--- src/rtl/fpu_d_pkg.sv ---
// Shared constants and inter-stage records for the double-precision
// normalise/round/pack pipeline.
package fpu_d_pkg;

    localparam int MANT_W   = 105;
    localparam int EXP_W    = 13;
    localparam int SHIFT_W  = 7;
    localparam int EXP_BIAS = 1023;
    localparam int EXP_MAX  = 2 * EXP_BIAS + 1;
    localparam logic [63:0] CANON_NAN = 64'h7FF8_0000_0000_0000;

    // Registered operand plus its leading-zero count (S1 output).
    typedef struct packed {
        logic               valid;
        logic               sign;
        logic [EXP_W-1:0]   exp;
        logic [MANT_W-1:0]  mant;
        logic [SHIFT_W-1:0] lzc;
        logic               nan;
        logic               inf;
        logic               mzero;
    } stage_t;

    // Normalised significand split into fraction and round bits (S2 output).
    typedef struct packed {
        logic        valid;
        logic        sign;
        logic [13:0] exp;
        logic [51:0] frac;
        logic        g;
        logic        r;
        logic        s;
        logic        nan;
        logic        inf;
        logic        mzero;
    } norm_t;

endpackage

--- src/rtl/zeroenc.sv ---
// Index of the lowest set bit of i_data; fed a bit-reversed significand it
// yields the leading-zero count. Zero input gives 0.
module zeroenc #(
    parameter int iwidth     = 105,
    parameter int shiftwidth = 7
) (
    input  logic [iwidth-1:0]     i_data,
    output logic [shiftwidth-1:0] o_shift
);

    always_comb begin
        o_shift = '0;
        for (int i = iwidth - 1; i >= 0; i--) begin
            if (i_data[i]) begin
                o_shift = shiftwidth'(i);
            end
        end
    end

endmodule

--- src/rtl/fpu_normround.sv ---
// Three-stage normalise / round-to-nearest-even / pack stage producing an
// IEEE-754 binary64 result with overflow, underflow (flush-to-zero) and inexact flags.
module fpu_normround
    import fpu_d_pkg::*;
(
    input  logic          i_clk,
    input  logic          i_rst,
    input  logic          i_valid,
    output logic          o_ready,
    input  logic          i_sign,
    input  logic [12:0]   i_exp,
    input  logic [104:0]  i_mant,
    input  logic          i_nan,
    input  logic          i_inf,
    output logic          o_valid,
    input  logic          i_ready,
    output logic [63:0]   o_res,
    output logic          o_overflow,
    output logic          o_underflow,
    output logic          o_inexact
);

    // Handshake: an operand is taken when i_valid & o_ready; a result is
    // consumed when o_valid & i_ready. All stages move together on en, so a
    // stalled result holds its value and upstream stages hold theirs.
    logic en;

    stage_t s1_q, s1_d;
    norm_t  s2_q, s2_d;

    logic         out_valid_q;
    logic [63:0]  res_q;
    logic         ovf_q;
    logic         unf_q;
    logic         inx_q;

    logic [MANT_W-1:0]  mant_rev;
    logic [SHIFT_W-1:0] lzc;
    logic [MANT_W-2:0]  m;
    logic [13:0]        exp_ext;
    logic [13:0]        lzc_ext;

    logic               inc;
    logic [52:0]        sum;
    logic [13:0]        e_rnd;
    logic               ovf_cond;
    logic               unf_cond;
    logic [63:0]        res_d;
    logic               ovf_d;
    logic               unf_d;
    logic               inx_d;

    assign en      = !out_valid_q | i_ready;
    assign o_ready = en;

    // S1: register operand and leading-zero count
    always_comb begin
        mant_rev = '0;
        for (int i = 0; i < MANT_W; i++) begin
            mant_rev[i] = i_mant[MANT_W-1-i];
        end
    end

    zeroenc #(
        .iwidth     (MANT_W),
        .shiftwidth (SHIFT_W)
    ) u_zeroenc (
        .i_data  (mant_rev),
        .o_shift (lzc)
    );

    always_comb begin
        s1_d       = '0;
        s1_d.valid = i_valid;
        s1_d.sign  = i_sign;
        s1_d.exp   = i_exp;
        s1_d.mant  = i_mant;
        s1_d.lzc   = lzc;
        s1_d.nan   = i_nan;
        s1_d.inf   = i_inf;
        s1_d.mzero = (i_mant == '0);
    end

    // S2: normalise; the hidden bit lands on bit 104 and is dropped from m
    always_comb begin
        m       = (MANT_W-1)'(s1_q.mant << s1_q.lzc);
        exp_ext = {s1_q.exp[EXP_W-1], s1_q.exp};
        lzc_ext = {7'b0, s1_q.lzc};
        s2_d       = '0;
        s2_d.valid = s1_q.valid;
        s2_d.sign  = s1_q.sign;
        s2_d.exp   = exp_ext + 14'd1 - lzc_ext;
        s2_d.frac  = m[103:52];
        s2_d.g     = m[51];
        s2_d.r     = m[50];
        s2_d.s     = |m[49:0];
        s2_d.nan   = s1_q.nan;
        s2_d.inf   = s1_q.inf;
        s2_d.mzero = s1_q.mzero;
    end

    // S3: round to nearest-even, then pack with special-case priority
    always_comb begin
        inc      = s2_q.g & (s2_q.r | s2_q.s | s2_q.frac[0]);
        sum      = {1'b0, s2_q.frac} + {52'b0, inc};
        e_rnd    = s2_q.exp + {13'b0, sum[52]};
        ovf_cond = $signed(e_rnd) >= $signed(14'(EXP_MAX));
        unf_cond = $signed(s2_q.exp) <= $signed(14'd0);

        res_d = {s2_q.sign, e_rnd[10:0], sum[51:0]};
        ovf_d = 1'b0;
        unf_d = 1'b0;
        inx_d = s2_q.g | s2_q.r | s2_q.s;

        if (s2_q.nan) begin
            res_d = CANON_NAN;
            inx_d = 1'b0;
        end else if (s2_q.inf) begin
            res_d = {s2_q.sign, 11'h7FF, 52'b0};
            inx_d = 1'b0;
        end else if (s2_q.mzero) begin
            res_d = {s2_q.sign, 63'b0};
            inx_d = 1'b0;
        end else if (ovf_cond) begin
            res_d = {s2_q.sign, 11'h7FF, 52'b0};
            ovf_d = 1'b1;
            inx_d = 1'b1;
        end else if (unf_cond) begin
            res_d = {s2_q.sign, 63'b0};
            unf_d = 1'b1;
            inx_d = 1'b1;
        end
    end

    always_ff @(posedge i_clk) begin
        if (i_rst) begin
            s1_q        <= '0;
            s2_q        <= '0;
            out_valid_q <= 1'b0;
            res_q       <= '0;
            ovf_q       <= 1'b0;
            unf_q       <= 1'b0;
            inx_q       <= 1'b0;
        end else if (en) begin
            s1_q        <= s1_d;
            s2_q        <= s2_d;
            out_valid_q <= s2_q.valid;
            res_q       <= res_d;
            ovf_q       <= ovf_d;
            unf_q       <= unf_d;
            inx_q       <= inx_d;
        end
    end

    assign o_valid     = out_valid_q;
    assign o_res       = res_q;
    assign o_overflow  = ovf_q & out_valid_q;
    assign o_underflow = unf_q & out_valid_q;
    assign o_inexact   = inx_q & out_valid_q;

endmodule
--- config.mk ---
export PLATFORM = sky130hd
export DESIGN_NAME = fpu_normround
export DESIGN_NICKNAME = d
export VERILOG_FILES = /design/src/rtl/fpu_d_pkg.sv /design/src/rtl/zeroenc.sv /design/src/rtl/fpu_normround.sv
export SDC_FILE = /design/constraint.sdc
export NUM_CORES = 1
export LEC_CHECK = 0
export ABC_AREA = 1
export BUFFER_PORTS_ARGS = -buffer_cell sky130_fd_sc_hd__clkbuf_2
export CORE_ASPECT_RATIO = 0.75
export CORE_MARGIN = 1.5
export CORE_UTILIZATION = 45
export DETAILED_ROUTE_END_ITERATION = 12
export GPL_TIMING_DRIVEN = 0
export PLACE_DENSITY = 0.7
export SLEW_MARGIN = 20
export SYNTH_ARGS = -nofsm -noshare
export SYNTH_HDL_FRONTEND = slang
export SYNTH_HIERARCHICAL = 1
export SYNTH_SLANG_ARGS = --single-unit
--- constraint.sdc ---
create_clock -name i_clk -period 8.5 [get_ports i_clk]
set_input_delay 2.125 -clock i_clk [delete_from_list [all_inputs] [get_ports i_clk]]
set_output_delay 2.125 -clock i_clk [all_outputs]
set_load 0.02 [all_outputs]
==> impl_results.md <==
* Area share of the largest cell type after synthesis at 0.264
* CTS H-tree lvls at 1
* Gate Count Post-Synth at 3511
* Post-synth EDFFs at 0
* Fin Hold WS at 463 ps
* Core area at 44800 um2
* Clk pin slew, worst setup/hold paths at 60 ps
* CP peak stage delay at 160 ps
* Per-cell routed wire length at 23.1 um
* Via density at 6.00
* Routed Wire Length at 100000 um
* Drt first pass iters at 8
* Post-synthesis async set-or-reset flop share at 0
* Synth area leaders: dfxtp_1 26%, nand2_1 17%, nand3_1 12%, nor2_1 7.6%, o21ai_0 7.5%
* Initial DRC Count at 4049
* Count of different cell masters after synthesis at 60
* Layout Nets at 3882
* Synth area leader: dfxtp_1
* DRC at 0
* Root buf cell: clkbuf_16
* Met2 usage at 0.521
* DIE WIDTH at 250 um
* WS Path Type: in2reg
* Crit-path slowest cell: o21ai_0
* Worst min path class: reg2reg
* Global-route wire length before repair at 146000 um
* Total CTS buffers at 29
* Pwr Density at 172 nW/um2
* Startpoint Class: input pin
* VDD IR max at 161 uV
* Static Leak at 10.6 nW
* Synth warn at 6
* Tot GR Track Use at 0.415
* Die height at 188 um
* Total of max-cap violations at 0
* Syn Std Cell Area at 20500 um2
* # IOs at 194
* Post-CTS resize count at 0
* Register area share after synthesis at 0.264
* Crit Path Max Fanout at 4
* RSZ-0062 raised after global routing: no
* Number of global-route vias before repair at 22900
* Ys flop type: dfxtp_1
* Met3 GRT Util at 0.189
* Gpl congestion at 1.09
* Layout Skew at 33.1 ps
* Gr ovfl total at 0
* CTS tree: built
* Slew of the pin with the lowest slew margin at 1130 ps
* Final period util at 0.875
* Post-Syn Area per Cell at 5.85 um2
* Syn nets at 3659
* Final hold vios at 0
* Vias at 26000
* Post-CTS Setup Inserts at 0
* Setup ws final at 1060 ps
* Initial core utilization at 0.458
* CP Capture Type: flop
* Minimum clock period at 7440 ps
* Post-synth top cells: 923 x nand2_1, 501 x nand3_1, 417 x nor2_1
* Run status: complete, no violations
* Critical path arrival at 7900 ps
* Slew Limit Fails at 0
* Initial antenna violation count at 1
* P&R area growth vs syn at 12.6%
* Busiest grt layer: met1
* CTS Sinks at 271
* Largest net degree at the start of global routing at 15
* Slew headroom at 0.247
* Share of cells above drive strength 1 at 0.0951
* Synth Register Bits at 271
* Worst slack, placed at 536 ps
* # rows at 67
* Clock Latency Late Sink at 600 ps
* Final HPWL DP at 83600 um
* Worst Path Required at 8960 ps
* PortBufs at 192
* Post-route ant nets at 0
* Highest clock rate at 134 MHz
* Top-count cell post-synth: nand2_1
* CTS max path bufs at 3
* Most frequent cell on the critical path: nand2_1
* Final setup vio count at 0
* Setup total negative slack at 0 ps
* Ant. Diodes at 0
* Die Area at 46900 um2
* Met1 usage at 0.630
* Hold buffers post-CTS at 0
cells in the final DEF, fill, tap and decap left out, drive strengths merged, types with 3 or more instances in the layout:
cell type / instances
a211oi: 4
a21oi: 193
a31oi: 36
buf: 94
bufinv: 5
clkbuf: 365
clkinv: 7
clkinvlp: 3
dfxtp: 271
ha: 22
inv: 261
mux2i: 29
nand2: 927
nand3: 503
nand3b: 11
nand4: 56
nor2: 424
nor3: 40
nor4: 48
o211ai: 44
o21a: 4
o21ai: 321
o21bai: 4
o221ai: 6
o22ai: 8
o311ai: 5
or2: 15
xnor2: 4
xor2: 25
flip-flops by register name (all words and copies together) (netlist names):
register / count
s1_q: 109
s2_q: 74
o_res: 64
exp_ext: 13
lzc_ext: 7
inx_q: 1
o_valid: 1
ovf_q: 1
unf_q: 1
cell type report:
class	count	area, um2
Multi-Input combinational cell	2747	13000
Fill cell	4901	21700
Buffer	227	1000
Inverter	266	1070
Tap cell	586	733
Clock inverter	10	65.1
Sequential cell	271	5430
Clock buffer	40	827
Timing Repair Buffer	192	961
metal layers:
layer  up-vias  part of all wire
met1     12000              0.46
met2      1675              0.35
li1      12200                 -
met5         -           0.00013
met4         2             0.020
met3       133              0.16
power by group:
part	switching [W]	internal (W)	leakage [nW]	total, W
logic	0.000912	0.000355	7.89	0.00127
registers	0.000109	0.00138	2.24	0.00149
clock network	0.000548	0.000675	0.435	0.00122
through the flow:
step	cell area (um2)	cells	power [W]	utilization
6_report	23100	4339	0.00398	0.516
4_1_cts	23100	4339	0.00390	0.516
2_1_floorplan	20500	3511	0.00221	-
5_1_grt	23100	4339	0.00413	0.516
3_5_place_dp	22200	4289	0.00270	0.496
3_3_place_gp	22200	4289	0.00270	0.496
worst max-delay path, delay by kind of cell:
kind	cells	cell delay [ps]
buffers and inverters	2	170
AO/OA/AOI/OAI	3	280
AND/OR/NAND/NOR	101	5370
path summary, 6_finish.rpt:
kind | start | depth (start not counted) | slack, ps | to
min | s1_q[113] | 2 | 460 | s1_q[113]
max | i_mant[2] | 106 | 1060 | lzc_ext[0]
min reg2reg | s1_q[113] | 2 | 460 | s1_q[113]
max reg2reg | s2_q[6] | 28 | 2870 | o_res[47]
cells by family after synthesis:
family / synth area share
XOR/XNOR: 0.0124
adder cells (fa/ha/maj): 0.0144
multiplexers: 0.0141
flip-flops: 0.264
AO/OA/AOI/OAI: 0.169
AND/OR/NAND/NOR: 0.425
buffers and inverters: 0.101
No activity file was read; power rests on OpenSTA's default activity.
